--- src/rtl/mips_alu_pkg.sv ---
// ---------------------------------------------------------------------------
// mips_alu_pkg
// Shared definitions for the execute-stage ALU: the op-class encoding carried
// in alufun[5:4], the full 6-bit function codes, and a helper that extracts
// the class from a function code.
// No ports (package).
// ---------------------------------------------------------------------------
package mips_alu_pkg;

    localparam int ALU_WIDTH = 32;

    // Op class lives in the top two bits of the function code
    typedef enum logic [1:0] {
        ALU_ARITH = 2'b00,
        ALU_LOGIC = 2'b01,
        ALU_SHIFT = 2'b10,
        ALU_CMP   = 2'b11
    } alu_class_e;

    // Full function codes; the decoder matches on the relevant slices of these
    localparam logic [5:0] OP_ADD   = 6'b000000;
    localparam logic [5:0] OP_SUB   = 6'b000001;
    localparam logic [5:0] OP_AND   = 6'b011000;
    localparam logic [5:0] OP_OR    = 6'b011110;
    localparam logic [5:0] OP_XOR   = 6'b010110;
    localparam logic [5:0] OP_NOR   = 6'b010001;
    localparam logic [5:0] OP_PASSA = 6'b011010;
    localparam logic [5:0] OP_SLL   = 6'b100000;
    localparam logic [5:0] OP_SRL   = 6'b100001;
    localparam logic [5:0] OP_SRA   = 6'b100011;
    localparam logic [5:0] OP_EQ    = 6'b110011;
    localparam logic [5:0] OP_NEQ   = 6'b110001;
    localparam logic [5:0] OP_LT    = 6'b110101;
    localparam logic [5:0] OP_LEZ   = 6'b111101;
    localparam logic [5:0] OP_LTZ   = 6'b111011;
    localparam logic [5:0] OP_GTZ   = 6'b111111;

    function automatic alu_class_e getClass(input logic [5:0] fun);
        return alu_class_e'(fun[5:4]);
    endfunction

endpackage

--- src/rtl/mips_alu_if.sv ---
// ---------------------------------------------------------------------------
// mips_alu_if
// Operand/result bundle between the operand muxes and the ALU.
//   a      : operand A, also supplies the shift amount a[4:0]
//   b      : operand B, the value being shifted
//   alufun : 6-bit function code
//   sign   : 1 = signed compare/overflow semantics
//   res    : registered result
// master = producer of operands (datapath / bench), slave = the ALU.
// ---------------------------------------------------------------------------
interface mips_alu_if #(
    parameter int WIDTH = 32
);
    logic [WIDTH-1:0] a;
    logic [WIDTH-1:0] b;
    logic [5:0]       alufun;
    logic             sign;
    logic [WIDTH-1:0] res;

    modport master (output a, output b, output alufun, output sign, input res);
    modport slave  (input a, input b, input alufun, input sign, output res);
endinterface

--- src/rtl/mips_alu_adder.sv ---
// ---------------------------------------------------------------------------
// mips_alu_adder
// Combinational add/subtract shared by the arithmetic and compare classes.
//   i_a, i_b : operands
//   i_sub    : 1 = a - b (as a + ~b + 1), 0 = a + b
//   i_sign   : selects how o_n is formed
//   o_sum    : wrapped sum/difference
//   o_z      : sum is zero
//   o_v      : signed overflow
//   o_n      : "a < b" flag after a subtract: sum[msb]^V when signed,
//              unsigned borrow otherwise
// ---------------------------------------------------------------------------
module mips_alu_adder #(
    parameter int WIDTH = 32
) (
    input  logic [WIDTH-1:0] i_a,
    input  logic [WIDTH-1:0] i_b,
    input  logic             i_sub,
    input  logic             i_sign,
    output logic [WIDTH-1:0] o_sum,
    output logic             o_z,
    output logic             o_v,
    output logic             o_n
);

    logic [WIDTH-1:0] w_bEff;
    logic [WIDTH:0]   w_full;
    logic             w_borrow;

    assign w_bEff = i_sub ? ~i_b : i_b;
    assign w_full = {1'b0, i_a} + {1'b0, w_bEff} + {{WIDTH{1'b0}}, i_sub};
    assign o_sum  = w_full[WIDTH-1:0];
    assign o_z    = (o_sum == '0);

    // Overflow: both addends share a sign and the sum's sign differs
    assign o_v = (i_a[WIDTH-1] == w_bEff[WIDTH-1]) && (o_sum[WIDTH-1] != i_a[WIDTH-1]);

    // With a + ~b + 1, a missing carry-out means a borrow (a < b unsigned)
    assign w_borrow = i_sub & ~w_full[WIDTH];

    assign o_n = i_sign ? (o_sum[WIDTH-1] ^ o_v) : w_borrow;

endmodule

--- src/rtl/mips_alu.sv ---
// ---------------------------------------------------------------------------
// mips_alu
// 32-bit execute-stage ALU with a registered result (one-cycle latency).
//   clk    : rising-edge clock
//   reset  : synchronous active-high, clears res
//   aluBus : slave side of mips_alu_if (a, b, alufun, sign in; res out)
// The class in alufun[5:4] selects arithmetic, logic, shift or compare.
// ---------------------------------------------------------------------------
module mips_alu
    import mips_alu_pkg::*;
#(
    parameter int WIDTH = ALU_WIDTH
) (
    input  logic        clk,
    input  logic        reset,
    mips_alu_if.slave   aluBus
);

    alu_class_e       w_class;
    logic             w_sub;
    logic [WIDTH-1:0] w_sum;
    logic             w_z;
    logic             w_v;
    logic             w_n;
    logic             w_unusedFlags;
    logic [4:0]       w_shamt;
    logic [WIDTH-1:0] w_logicRes;
    logic [WIDTH-1:0] w_shiftRes;
    logic             w_aZero;
    logic             w_cond;
    logic [WIDTH-1:0] w_next;
    logic [WIDTH-1:0] r_res;

    assign w_class = getClass(aluBus.alufun);

    // Compares always need a - b; arithmetic subtracts only for SUB
    assign w_sub = (w_class == ALU_CMP) || (aluBus.alufun[0] == OP_SUB[0]);

    mips_alu_adder #(
        .WIDTH (WIDTH)
    ) u_adder (
        .i_a    (aluBus.a),
        .i_b    (aluBus.b),
        .i_sub  (w_sub),
        .i_sign (aluBus.sign),
        .o_sum  (w_sum),
        .o_z    (w_z),
        .o_v    (w_v),
        .o_n    (w_n)
    );

    // V is already folded into N inside the adder; kept as a visible wire
    assign w_unusedFlags = w_v;

    // Bitwise logic, decoded on the low nibble of the function code
    always_comb begin
        w_logicRes = '0;
        case (aluBus.alufun[3:0])
            OP_AND[3:0]:   w_logicRes = aluBus.a & aluBus.b;
            OP_OR[3:0]:    w_logicRes = aluBus.a | aluBus.b;
            OP_XOR[3:0]:   w_logicRes = aluBus.a ^ aluBus.b;
            OP_NOR[3:0]:   w_logicRes = ~(aluBus.a | aluBus.b);
            OP_PASSA[3:0]: w_logicRes = aluBus.a;
            default:       w_logicRes = '0;
        endcase
    end

    // Shifter: b is shifted by a[4:0]; upper bits of a play no part
    assign w_shamt = aluBus.a[4:0];

    always_comb begin
        w_shiftRes = '0;
        case (aluBus.alufun[1:0])
            OP_SLL[1:0]: w_shiftRes = aluBus.b << w_shamt;
            OP_SRL[1:0]: w_shiftRes = aluBus.b >> w_shamt;
            OP_SRA[1:0]: w_shiftRes = $unsigned($signed(aluBus.b) >>> w_shamt);
            default:     w_shiftRes = '0;
        endcase
    end

    // Compare conditions; the against-zero forms always read a as signed,
    // matching the blez/bltz/bgtz branches. alufun[0] is a don't-care here.
    assign w_aZero = (aluBus.a == '0);

    always_comb begin
        w_cond = 1'b0;
        case (aluBus.alufun[3:1])
            OP_EQ[3:1]:  w_cond = w_z;
            OP_NEQ[3:1]: w_cond = ~w_z;
            OP_LT[3:1]:  w_cond = w_n;
            OP_LEZ[3:1]: w_cond = aluBus.a[WIDTH-1] | w_aZero;
            OP_LTZ[3:1]: w_cond = aluBus.a[WIDTH-1];
            OP_GTZ[3:1]: w_cond = ~aluBus.a[WIDTH-1] & ~w_aZero;
            default:     w_cond = 1'b0;
        endcase
    end

    // Class select feeding the result register
    always_comb begin
        w_next = '0;
        case (w_class)
            ALU_ARITH: w_next = w_sum;
            ALU_LOGIC: w_next = w_logicRes;
            ALU_SHIFT: w_next = w_shiftRes;
            ALU_CMP:   w_next = {{(WIDTH-1){1'b0}}, w_cond};
            default:   w_next = '0;
        endcase
    end

    // Result register: synchronous clear, otherwise capture every cycle
    always_ff @(posedge clk) begin
        if (reset) begin
            r_res <= '0;
        end else begin
            r_res <= w_next;
        end
    end

    assign aluBus.res = r_res;

endmodule

--- src/flat_wrapper.sv ---
// flat-port wrapper written by rule: the top's interface ports become plain ports
module mips_alu_flat import mips_alu_pkg::*;
#(
    parameter int WIDTH = ALU_WIDTH
)
  (clk, reset, aluBus_a, aluBus_b, aluBus_alufun, aluBus_sign, aluBus_res);
  mips_alu_if #(.WIDTH(WIDTH)) aluBus_i ();
  input  logic clk;
  input  logic reset;
  input wire logic [$bits(aluBus_i.a)-1:0] aluBus_a;
  input wire logic [$bits(aluBus_i.b)-1:0] aluBus_b;
  input wire logic [$bits(aluBus_i.alufun)-1:0] aluBus_alufun;
  input wire logic [$bits(aluBus_i.sign)-1:0] aluBus_sign;
  output wire logic [$bits(aluBus_i.res)-1:0] aluBus_res;
  assign aluBus_i.a = aluBus_a;
  assign aluBus_i.b = aluBus_b;
  assign aluBus_i.alufun = aluBus_alufun;
  assign aluBus_i.sign = aluBus_sign;
  assign aluBus_res = aluBus_i.res;
  mips_alu #(.WIDTH(WIDTH)) u_core (.clk(clk), .reset(reset), .aluBus(aluBus_i));
endmodule
--- config.mk ---
export PLATFORM = sky130hd
export DESIGN_NAME = mips_alu_flat
export DESIGN_NICKNAME = d
export VERILOG_FILES = /design/src/rtl/mips_alu_pkg.sv /design/src/rtl/mips_alu_if.sv /design/src/rtl/mips_alu_adder.sv /design/src/rtl/mips_alu.sv /design/src/flat_wrapper.sv
export SDC_FILE = /design/constraint.sdc
export NUM_CORES = 1
export LEC_CHECK = 0
export ABC_AREA = 1
export BUFFER_PORTS_ARGS = -buffer_cell sky130_fd_sc_hd__buf_2
export CELL_PAD_IN_SITES_DETAIL_PLACEMENT = 0
export CELL_PAD_IN_SITES_GLOBAL_PLACEMENT = 1
export CORE_UTILIZATION = 38
export CTS_CLUSTER_DIAMETER = 200
export CTS_CLUSTER_SIZE = 28
export DETAILED_ROUTE_END_ITERATION = 16
export HOLD_SLACK_MARGIN = 0.05
export PLACE_DENSITY_LB_ADDON = 0.2
export RECOVER_POWER = 50
export SLEW_MARGIN = 20
export SYNTH_ARGS = -nofsm -noshare
export SYNTH_HDL_FRONTEND = slang
export SYNTH_SLANG_ARGS = --single-unit
--- constraint.sdc ---
create_clock -name clk -period 3.19 [get_ports clk]
set_clock_uncertainty 0.05 [all_clocks]
set_input_delay 0.319 -clock clk [delete_from_list [all_inputs] [get_ports clk]]
set_output_delay 0.319 -clock clk [all_outputs]
set_load 0.01 [all_outputs]
## Word-level counts from Yosys, hierarchy flattened

Cells that the tools add are included.

- Register bits after elaboration: 32
- Bits in latches: 0
- Bits in writable memories: 0
- Bits in read-only memories: 0
- Bits of input ports: 73
- Output and inout port bits: 32
- Memories: 0

- Add/sub/neg operators: 2
- $mul: 0
- Div/mod/pow operators: 0
- $lt $le $gt $ge: 0
- Equal/unequal tests: 17
- Shifts and indexed selects: 3
- Muxes and demuxes: 6
- Bitwise operators: 13
- Reduce and logical (&&, ||, !) cells: 7

Operators with widths:

| cell | number |
|---|---|
| case mux 32 bit (5 select lines) | 1 |
| case mux 32 bit (4 select lines) | 1 |
| case mux 32 bit (3 select lines) | 1 |
| zero test 32 bit | 2 |
| NOT 32 bit | 2 |
| adder 32 x 32 -> 33 bit | 1 |
| adder 33 x 1 -> 33 bit | 1 |
| AND 32 bit | 1 |
| two-way mux 32 bit | 1 |
| bitwise OR 32 bit | 1 |
| << shifter 32 x 5 -> 32 bit | 1 |
| >> shifter 32 x 5 -> 32 bit | 1 |
| >>> shifter 32 x 5 -> 32 bit | 1 |
| XOR 32 bit | 1 |
| equality test 4 bit, second input constant | 3 |
| equality test 3 bit, second input constant | 3 |
| equality test 2 bit, second input constant | 3 |
| case mux 1 bit (6 select lines) | 1 |
| equality test 2 x 1 -> 1 bit, second input constant | 2 |
| equality test 4 x 1 -> 1 bit, second input constant | 1 |
| equality test 4 x 3 -> 1 bit, second input constant | 1 |
| zero test 2 bit | 2 |
| NOT 1 bit | 4 |
| equality test 3 x 1 -> 1 bit, second input constant | 1 |
| other kinds (10) | 11 |

## Logic depth before layout (Yosys ltp)

- Word-level depth: 11
- Depth in mapped cells: 24

## By module

Synthesis repeated with hierarchy kept, for this count alone.

- Cell total of the unflattened synthesis: 1852
- Area total of the unflattened synthesis: 10029.6 um^2

By module, submodules not included:

| module | instances | cells an instance | area each (um^2) |
|---|---|---|---|
| mips_alu | 1 | 1279 | 7073.0 |
| mips_alu_adder | 1 | 573 | 2956.6 |

## Least setup slack after synthesis

Ideal clock, no wire load.

- Kind: in2reg
- From: in aluBus_alufun[0]
- To: reg u_core.r_res[0], in the netlist u_core.aluBus.res[0]
- Setup time: 0.120 ns
- Arrival: 2.988 ns
- Required time: 3.020 ns
- Path slack: 0.032 ns
- Stages: 24
- Buffers on the path: 3
- Cells stage by stage: buf_4 clkbuf_1 nor2_1 buf_2 o21ai_0 fa_1 nand2_1 nand2_1 nand3_1 nand2_1 nand2_1 nand2_1 nand2_1 nand2_1 nand2_1 nand2_1 nor2_1 nand3_1 nor2_2 nand2_1 nand2_1 nand3_1 nand2_1 a21oi_1

- Cells in the longest elaborated chain, start to end: 10
- Elaborated cells on any way between the ends: 25

RTL lines:

| element | RTL line | source |
|---|---|---|
| from (decl) | flat_wrapper.sv:12 | `input wire logic [$bits(aluBus_i.alufun)-1:0] aluBus_alufun;` |
| logical OR 1 bit | mips_alu.sv:37 | `assign w_sub = (w_class == ALU_CMP) \|\| (aluBus.alufun[0] == OP_SUB[0]);` |
| two-way mux 32 bit | mips_alu_adder.sv:30 | `assign w_bEff = i_sub ? ~i_b : i_b;` |
| adder 32 x 32 -> 33 bit | mips_alu_adder.sv:31 | `assign w_full = {1'b0, i_a} + {1'b0, w_bEff} + {{WIDTH{1'b0}}, i_sub};` |
| adder 33 x 1 -> 33 bit | mips_alu_adder.sv:31 |  |
| inequality test 1 bit | mips_alu_adder.sv:36 | `assign o_v = (i_a[WIDTH-1] == w_bEff[WIDTH-1]) && (o_sum[WIDTH-1] != i_a[WIDTH-1]);` |
| logical AND 1 bit | mips_alu_adder.sv:36 |  |
| XOR 1 bit | mips_alu_adder.sv:41 | `assign o_n = i_sign ? (o_sum[WIDTH-1] ^ o_v) : w_borrow;` |
| two-way mux 1 bit | mips_alu_adder.sv:41 |  |
| case mux 1 bit (6 select lines) | mips_alu.sv:87 | `case (aluBus.alufun[3:1])` |
| case mux 32 bit (4 select lines) * | mips_alu.sv:101 | `case (w_class)` |
| to (signal assigned) | mips_alu.sv:115 | `r_res <= w_next;` |
| to (decl) | mips_alu.sv:32 | `logic [WIDTH-1:0] r_res;` |

Mark *: on every way between the ends. The rest lies on a longest branch, timed or not.
A chain may end at the register's enable or synchronous reset.

## Final worst setup path

- From: in aluBus_alufun[5]
- To: reg u_core.r_res[0], in the netlist u_core.aluBus.res[0]

- Cells in the longest elaborated chain, start to end: 11
- Elaborated cells on any way between the ends: 19

RTL lines:

| element | RTL line |
|---|---|
| equality test 2 bit | mips_alu.sv:37, mips_alu.sv:101 |
| logical OR 1 bit | mips_alu.sv:37 |
| two-way mux 32 bit | mips_alu_adder.sv:30 |
| adder 32 x 32 -> 33 bit | mips_alu_adder.sv:31 |
| adder 33 x 1 -> 33 bit | mips_alu_adder.sv:31 |
| inequality test 1 bit | mips_alu_adder.sv:36 |
| logical AND 1 bit | mips_alu_adder.sv:36 |
| XOR 1 bit | mips_alu_adder.sv:41 |
| two-way mux 1 bit | mips_alu_adder.sv:41 |
| case mux 1 bit (6 select lines) | mips_alu.sv:87 |
| case mux 32 bit (4 select lines) * | mips_alu.sv:101 |

Marked as above.

==> run_results.csv <==
group,metric,value,unit
place,portBuffers,104,
synth,synth_fp_nets,1920,
place,post-place-ws,-279,ps
cells_and_area,largest_register_ffs,32,
critical_path,slowest_stage,"ha_1",
critical_path,cpMostUsedCell,"nand2_1",
sta,slew_violations,0,
sta,tightest_slew,679,ps
die,die_area,25600,um2
sta,hold_violations,0,
clocking,cts_hold_buf,0,
sta,post-route-period-util,96.6,%
synth,yosysUniqueCellTypes,57,
grt,grt_pass1_wl,72500,um
die,io_pins,105,
critical_path,cp-endpoint,"u_core.aluBus.res[0]",
clocking,h-tree-depth,2,
die,die_h,160,um
critical_path,cp.depth,22,
drt,drt-total-wl,50100,um
power,power.density,292,nW/um2
cells_and_area,final_cell_mix,"nand2_1 (560), inv_1 (232), buf_4 (185)",
clocking,clk_pin_slew,70,ps
sta,maxSlewHeadroom,54.7,%
cells_and_area,syn2layout_area_growth,27.3,%
sta,holdWs,395,ps
critical_path,crit_start,"aluBus_alufun[5]",
critical_path,crit_family,"simple AND/OR/NAND/NOR gates",
die,fp.coreArea,24400,um2
place,gp_congestion,1.01,
synth,synth_top_cell_by_area,"nand2_1",
drt,vias,12672,
cells_and_area,drive_above_1_share,20.9,%
sta,fmax,0.325,GHz
place,hpwl,40800,um
grt,antenna_found_initial,0,
critical_path,cpPeakStageDelay,430,ps
critical_path,crit_chain,"buf_2, nand2_2, inv_2, nor2_4, buf_12, clkbuf_16, xor2_2, ha_1, nand2_4, nor2_2, inv_1, nor2_2, nand3b_1, nand2_1, buf_4, nand2_1, a21oi_1, nand2_1, a21oi_2, nand3_2, nand2_2, a21oi_2",
drt,drtAntennaViolNets,0,
status,status,"finished clean",
die,initial_utilization,38.9,%
die,fp-row-count,57,
clocking,cts_tree,"done",
power,power,0.00352,W
critical_path,worstPathArrival,3210,ps
grt,overflow,0,
synth,synth_top_area_share,23.0,%
min_path,hold_path.class,"primary input to flop",
grt,grt_usage,37.8,%
power,p_leak,6.31,nW
critical_path,path_max_fanout,6,
sta,period_needed,3080,ps
grt,grt_max_degree,45,
cells_and_area,fin_cells,2302,
place,post-place-cells,2271,
critical_path,worstSetupPathType,"primary input to flop",
job,maxCapViolCount,0,
cells_and_area,diodes,0,
die,die_x,160,um
synth,postSynthAreaPerCell,5.43,um2
drt,drc,0,
critical_path,critPathLaunchType,"primary input",
power,vdd_drop_max,0.166,mV
grt,grt_pass1_vias,11503,
critical_path,cp-end-kind,"flop",
clocking,cts_inserted_buffers,5,
clocking,cts_root_buf,"clkbuf_16",
sta,setup_violations,0,
synth,ys_async_sr_fraction,0,%
synth,ys_seq_elements,32,
drt,wire_per_inst,21.8,um
synth,synth.area.top_cells,"nand2_1 (23%), ha_1 (13%), inv_1 (9.4%)",
clocking,cts_buffer_depth,2,
drt,drtIter0Drc,1303,
drt,viasPerCell,5.50,
drt,firstDrtPassIters,5,
synth,ys.warnings.count,0,
synth,syn_inst,1749,
critical_path,crit_buf_inv,6,
synth,ys_seq_area_share,6.75,%
synth,netlist_area,9490,um2
sta,setup_slack,109,ps
synth,synth_edf_count,0,
synth,ys.flop_type,"dfxtp_1",
clocking,clock_sinks,32,
cells_and_area,final_common_cell,"nand2_1",
cells_and_area,fin_nets,2148,
critical_path,required,3320,ps
## where the power goes
| group | total (W) | internal [W] | switching (W) | leakage (nW) |
|---|---|---|---|---|
| logic | 0.00256 | 0.000971 | 0.00159 | 5.98 |
| registers | 0.000443 | 0.000433 | 0.0000102 | 0.262 |
| clock network | 0.000518 | 0.000292 | 0.000226 | 0.0671 |
| total | 0.00352 | 0.00170 | 0.00183 | 6.31 |
## layout make-up
| type | instances | area (um2) |
|---|---|---|
| fill | 2714 | 12300 |
| clock inverter | 2 | 16.3 |
| sequential | 32 | 641 |
| inverter | 258 | 971 |
| tap | 324 | 405 |
| timing repair buffer | 297 | 2020 |
| clock buffer | 6 | 129 |
| multi-input combinational | 1383 | 7900 |
## synthesized netlist by cell type, types with 3 or more instances
| library cell | instances |
|---|---|
| nand2_1 | 581 |
| dfxtp_1 | 32 |
| inv_2 | 16 |
| a21oi_2 | 5 |
| buf_4 | 4 |
| nand3_1 | 80 |
| o31ai_1 | 4 |
| ha_1 | 97 |
| nand2_2 | 14 |
| nor4_1 | 3 |
| o2111ai_1 | 3 |
| o21ai_2 | 6 |
| a221oi_1 | 11 |
| clkinv_1 | 3 |
| a22oi_1 | 3 |
| a31oi_1 | 15 |
| a21oi_1 | 91 |
| mux2i_1 | 9 |
| nor2_1 | 104 |
| nand3b_1 | 6 |
| nand3_2 | 3 |
| buf_6 | 5 |
| nor3_1 | 12 |
| nor3_2 | 4 |
| o211ai_1 | 41 |
| o22ai_1 | 16 |
| xor2_1 | 34 |
| o21ai_0 | 114 |
| nor2_2 | 9 |
| buf_2 | 27 |
| a211oi_1 | 4 |
| nand4_1 | 9 |
| o21a_1 | 10 |
| o21ai_1 | 53 |
| clkbuf_1 | 32 |
| o221ai_1 | 15 |
| buf_1 | 8 |
| inv_1 | 238 |
| o21bai_1 | 4 |
## metrics by stage
step           util (%)  setup TNS, ps  instance area, um2
6_report           49.5              0               12100
5_1_grt            49.5          -33.3               12100
4_1_cts            47.2              0               11500
3_5_place_dp       46.6           -292               11400
3_3_place_gp       46.6           -309               11400
2_1_floorplan         -              0                9490
## worst min-delay path by stage
stage               cells after the start                  start  slack, ps                    end
detailed placement                      1  u_core.aluBus.res[17]        660         aluBus_res[17]
finish                                  2                  reset        390  u_core.aluBus.res[16]
CTS                                     2                  reset        380  u_core.aluBus.res[16]
global placement                        1  u_core.aluBus.res[19]        660         aluBus_res[19]
floorplan                               3       aluBus_alufun[5]        510   u_core.aluBus.res[0]
global route                            2                  reset        400  u_core.aluBus.res[16]
## repair_timing
item | CTS | global route
setup buffers | 0 | 21
setup endpoints to repair | 0 | 2
gates resized for setup | 0 | 92
## metal layers
layer | track usage (%) | vias up | wire length [um]
met1 | 53.6 | 5730 | 22700
met3 | 7.74 | 89 | 4950
met4 | 13.9 | 2 | 2040
met5 | 1.89 | - | 64
li1 | - | 6181 | -
met2 | 55.3 | 670 | 20300
## cell families after synthesis
logic type	Yosys count	share of synthesized area [%]
buffers and inverters	334	14.1
AO/OA/AOI/OAI	409	25.9
AND/OR/NAND/NOR	832	36.0
multiplexers	9	0.949
adder cells (fa/ha/maj)	98	13.0
XOR/XNOR	35	3.23
flip-flops	32	6.75
No activity file was read; power rests on OpenSTA's default activity.
